<file path="src/rtl/tm_step_controller.sv">
// Sequencing controller for the TuringMachine core: conditions the raw buttons and drives
// the core's Next/Done pulse protocol through load, hand-off, stepping/free-run and halt.
module tm_step_controller #(
  parameter int                 STATE_W    = 6,
  parameter logic [STATE_W-1:0] HALT_STATE = 6'd63,
  parameter int                 PULSE_LEN  = 2,
  parameter int                 GAP_LEN    = 4,
  parameter int                 DIV_W      = 8,
  parameter int                 CNT_W      = 8
) (
  input  logic               clock,
  input  logic               Reset,
  input  logic               next_btn,
  input  logic               done_btn,
  input  logic               auto_run,
  input  logic [DIV_W-1:0]   run_period,
  input  logic [STATE_W-1:0] tm_state,
  output logic               Next,
  output logic               Done,
  output logic [1:0]         mode,
  output logic               busy,
  output logic [CNT_W-1:0]   load_count,
  output logic [CNT_W-1:0]   step_count
);

  localparam int LEN_W = 8;
  localparam logic [1:0] MODE_LOAD = 2'd0;
  localparam logic [1:0] MODE_RUN  = 2'd1;
  localparam logic [1:0] MODE_HALT = 2'd2;

  // Handshake: a request is taken only in ENG_IDLE; anything arriving while busy is dropped.
  typedef enum logic [1:0] {ENG_IDLE, ENG_PULSE, ENG_GAP} eng_t;

  eng_t             eng_q, eng_d;
  logic [LEN_W-1:0] len_q, len_d;
  logic             kind_done_q;
  logic [1:0]       mode_q;
  logic [DIV_W-1:0] timer_q;
  logic [CNT_W-1:0] load_q, step_q;

  logic next_s1, next_s2, next_prev, next_edge;
  logic done_s1, done_s2, done_prev, done_edge;

  logic             start, start_done, gap_end, auto_fire;
  logic [DIV_W-1:0] period_eff;

  // Two-flop synchronizers followed by a registered rising-edge detector.
  always_ff @(posedge clock or posedge Reset) begin
    if (Reset) begin
      next_s1 <= 1'b0; next_s2 <= 1'b0; next_prev <= 1'b0; next_edge <= 1'b0;
      done_s1 <= 1'b0; done_s2 <= 1'b0; done_prev <= 1'b0; done_edge <= 1'b0;
    end else begin
      next_s1   <= next_btn;
      next_s2   <= next_s1;
      next_prev <= next_s2;
      next_edge <= next_s2 & ~next_prev;
      done_s1   <= done_btn;
      done_s2   <= done_s1;
      done_prev <= done_s2;
      done_edge <= done_s2 & ~done_prev;
    end
  end

  assign period_eff = (run_period == '0) ? DIV_W'(1) : run_period;
  assign auto_fire  = (eng_q == ENG_IDLE) && (mode_q == MODE_RUN) && auto_run &&
                      (timer_q == DIV_W'(1));

  always_comb begin
    eng_d      = eng_q;
    len_d      = len_q;
    start      = 1'b0;
    start_done = 1'b0;
    gap_end    = 1'b0;
    case (eng_q)
      ENG_IDLE: begin
        // Done outranks Next when both edges land in the same LOAD cycle.
        if (mode_q == MODE_LOAD && done_edge) begin
          start      = 1'b1;
          start_done = 1'b1;
        end else if (mode_q == MODE_LOAD && next_edge) begin
          start = 1'b1;
        end else if (mode_q == MODE_RUN && (next_edge || auto_fire)) begin
          start = 1'b1;
        end
        if (start) begin
          eng_d = ENG_PULSE;
          len_d = LEN_W'(PULSE_LEN - 1);
        end
      end
      ENG_PULSE: begin
        if (len_q == '0) begin
          eng_d = ENG_GAP;
          len_d = LEN_W'(GAP_LEN - 1);
        end else begin
          len_d = len_q - LEN_W'(1);
        end
      end
      ENG_GAP: begin
        if (len_q == '0) begin
          eng_d   = ENG_IDLE;
          gap_end = 1'b1;
        end else begin
          len_d = len_q - LEN_W'(1);
        end
      end
      default: eng_d = ENG_IDLE;
    endcase
  end

  always_ff @(posedge clock or posedge Reset) begin
    if (Reset) begin
      eng_q       <= ENG_IDLE;
      len_q       <= '0;
      kind_done_q <= 1'b0;
    end else begin
      eng_q <= eng_d;
      len_q <= len_d;
      if (start) kind_done_q <= start_done;
    end
  end

  // Mode moves only on the edge that closes GAP; the halt check samples tm_state there.
  always_ff @(posedge clock or posedge Reset) begin
    if (Reset) begin
      mode_q <= MODE_LOAD;
    end else if (gap_end) begin
      if (kind_done_q && mode_q == MODE_LOAD)
        mode_q <= MODE_RUN;
      else if (!kind_done_q && mode_q == MODE_RUN && tm_state == HALT_STATE)
        mode_q <= MODE_HALT;
    end
  end

  // Interval timer: reloaded on IDLE entry, counts IDLE cycles, fires on its last count.
  always_ff @(posedge clock or posedge Reset) begin
    if (Reset) begin
      timer_q <= '0;
    end else if (!auto_run || mode_q != MODE_RUN) begin
      timer_q <= '0;
    end else if (gap_end) begin
      timer_q <= period_eff;
    end else if (eng_q == ENG_IDLE) begin
      if (timer_q == '0) timer_q <= period_eff;
      else               timer_q <= timer_q - DIV_W'(1);
    end
  end

  always_ff @(posedge clock or posedge Reset) begin
    if (Reset) begin
      load_q <= '0;
      step_q <= '0;
    end else if (start && !start_done) begin
      if (mode_q == MODE_LOAD && load_q != '1) load_q <= load_q + CNT_W'(1);
      if (mode_q == MODE_RUN  && step_q != '1) step_q <= step_q + CNT_W'(1);
    end
  end

  assign Next       = (eng_q == ENG_PULSE) && !kind_done_q;
  assign Done       = (eng_q == ENG_PULSE) &&  kind_done_q;
  assign busy       = (eng_q != ENG_IDLE);
  assign mode       = mode_q;
  assign load_count = load_q;
  assign step_count = step_q;

endmodule

</file>
<file path="config.mk">
export PLATFORM = sky130hd
export DESIGN_NAME = tm_step_controller
export DESIGN_NICKNAME = d
export VERILOG_FILES = /design/src/rtl/tm_step_controller.sv
export SDC_FILE = /design/constraint.sdc
export NUM_CORES = 1
export LEC_CHECK = 0
export ABC_AREA = 1
export BUFFER_PORTS_ARGS = -buffer_cell sky130_fd_sc_hd__buf_2
export CORE_ASPECT_RATIO = 0.5
export CORE_UTILIZATION = 52
export DETAILED_ROUTE_END_ITERATION = 12
export PLACE_DENSITY_LB_ADDON = 0.08
export SLEW_MARGIN = 5
export SYNTH_ARGS = -nofsm -noshare
export SYNTH_HDL_FRONTEND = slang
export SYNTH_SLANG_ARGS = --single-unit
</file>
<file path="constraint.sdc">
create_clock -name clock -period 4.5 [get_ports clock]
set_input_delay 0.675 -clock clock [delete_from_list [all_inputs] [get_ports clock]]
set_output_delay 0.675 -clock clock [all_outputs]
set_load 0.02 [all_outputs]
</file>
==> run metrics <==
Iter 0 DRT Violations=80; Setup TNS Final=0 ns; Routed wire per std cell=about 12 um; peak supply drop=approximately 0.26 mV; Post-synth top flop=dfrtp_1; syn_nets=about 400; Synth area leaders=dfrtp_1, nand2_1, ha_1, nand4_1, inv_1; initial antenna violation count=0; biggest area consumer among synthesized cells=dfrtp_1; most common cell after layout, fill and taps aside=nand2_1; status=finished clean; Clock Path Buffers=2; top cell type's share of synthesized area=41.32%; WP buf/inv=3; number of H-tree levels=2; Hold Path Class=flip-flop to flip-flop; vias in the first global route=between 2000 and 2500; Placement Cell Area=~3000 um2; Max-slew headroom=between 50% and 60%; PD cells=624.4 nW/um2; Tot GR Track Use=a little under a quarter; fmax=between 0.4 and 0.5 GHz; drt total wl=roughly 5800 um; Setup Viol. Count Final=0; Crit-path slowest cell=dfrtp_1; CP Max Fanout=10; synthesized area per cell=roughly 7.6 um2; synthesis-stage register bit count=45; layout cell share with drive strength beyond 1=approximately 16%; Num Clock Sinks=45; Die Area=5552 um2; first-pass GRT wire length=9639 um; Rows=18; First-pass DRT Iterations=4; Setup crit end kind=primary output; worst setup path category=flip-flop to primary output; RSZ-0062 raised after global routing=false; vias=about 2400; Tcrit/Tclk final=approximately 51%; critical path, cell by cell=inv_1 > ha_1 > inv_1 > nor2_1 > buf_2; Worst Clk Skew=approximately 0.011 ns; Critical Path AT=roughly 1.6 ns; most frequent cells in the layout=nand2_1, dfrtp_1, buf_2; post-CTS setup buffer count=0; Crit path top cell by count=inv_1; CTS Buf Count=5; Root Driver=clkbuf_8; synthesis-to-layout area growth=13.68%; worst-margin pin slew=0.6566 ns; antenna-violating nets left=0; ys async rst share=100.0%; Post-CTS Hold Fix Bufs=0; CP peak stage delay=about 0.42 ns; Yosys Warn Count=0; vias per std cell=5.081; Worst EP required=between 3 and 4 ns; EDFF count, synth=0; CTS-repair resized insts=0; largest net degree at the start of global routing=28; Residual DRC=0; num ports=40; placer congestion estimate=0.8350; Core ar.=4977 um2; Clk Latency, worst-skew pair=roughly 0.30 ns; grt total ovfl=0; Slew Limit Fails=0; crit path time final=about 2.3 ns; Cells after Synth=roughly 360; register area share after synthesis=around two fifths; Netlist cell types=31; nets@finish=between 400 and 500; Clock transition at path regs=roughly 0.080 ns; startpoint types=flip-flop; final hold vios=0; Die Ht=~53 um; Post-Syn Area=between 2000 and 3000 um2; max_cap viols=0; antenna diode count=0; DP HPWL=between 4000 and 5000 um; die width=104.4 um; fin area=a little over 3000 um2; CP top delay family=buffers and inverters; IO Port Bufs=39; LEAKAGE=between 1.5 and 2 nW; TritonCTS clock tree=done; Starting Density=between 50% and 60%
## layout make-up
type                    count  area (um2)
inverters                  45       168.9
fillers                   449        1879
flip-flops and latches     45        1126
repair buffers             40       202.7
multi-input cells         262        1396
clock buffers               7       86.33
well taps                  70       87.58
clock inverters             1       30.03
## kinds of logic after synthesis
| group | share of synthesized area (%) |
|---|---|
| AOI/OAI and AO/OA | 7.071 |
| xor gates and xnor gates | 6.107 |
| adders and majority gates | 5.509 |
| buffers and inverters | 7.438 |
| DFF | 41.32 |
| and+or+nand+nor | 32.55 |
## power breakdown
part	switching (mW)	total [mW]	internal (mW)
sequential	0.0966	0.596	0.499
clock	0.131	0.312	0.181
combinational	0.684	1.03	0.343
## metal layers
layer	GRT usage (%)	up-vias	part of all wire, %
li1	-	1238	-
met2	38.74	30	46
met1	28.96	1116	50
met4	6.905	0	0.83
met3	4.926	4	2.9
met5	0	-	0
## state kept, by name, summed over array words and instances, names as in the netlist, 2 cells and up
name,count
len_q,8
eng_q,2
load_count,8
timer_q,8
mode,2
step_count,8
## synthesized netlist by cell type (all sizes together), types with 3 or more instances
cell type	number
nand2	117
dfrtp	45
inv	44
nor2	29
nand3	28
nand4	23
o21ai	16
ha	12
xor2	11
xnor2	8
a21oi	6
clkbuf	5
nor3	4
o211ai	3
## path summary, 6_finish.rpt
| check | from | end | slack, ns | depth (start not counted) |
|---|---|---|---|---|
| worst max-delay path | eng_q[1] | Next | 2.21 | 5 |
| worst min-delay path | done_s1 | done_s2 | 0.36 | 0 |
| worst max register to register | eng_q[0] | step_count[5] | 2.36 | 9 |
| worst min register to register | done_s1 | done_s2 | 0.36 | 0 |
| max in group asynchronous | Reset | len_q[6] | 3.40 | 3 |
| min in group asynchronous | Reset | mode[1] | 0.37 | 2 |
## stage by stage
| step | utilization, % | hold slack, ns | instances | power, mW | setup WS [ns] |
|---|---|---|---|---|---|
| final | 62.24 | 0.3632 | 470 | 1.935 | 2.208 |
| after global routing | 62.24 | 0.3697 | 470 | 2.129 | 2.092 |
| after global placement | 59.90 | 0.3387 | 462 | 1.601 | 2.418 |
| after CTS | 62.24 | 0.3686 | 470 | 1.943 | 2.209 |
| after floorplan | - | 0.3312 | 359 | 1.412 | 2.553 |
| after detailed placement | 59.90 | 0.3470 | 462 | 1.625 | 2.344 |
No activity file was read; power rests on OpenSTA's default activity.
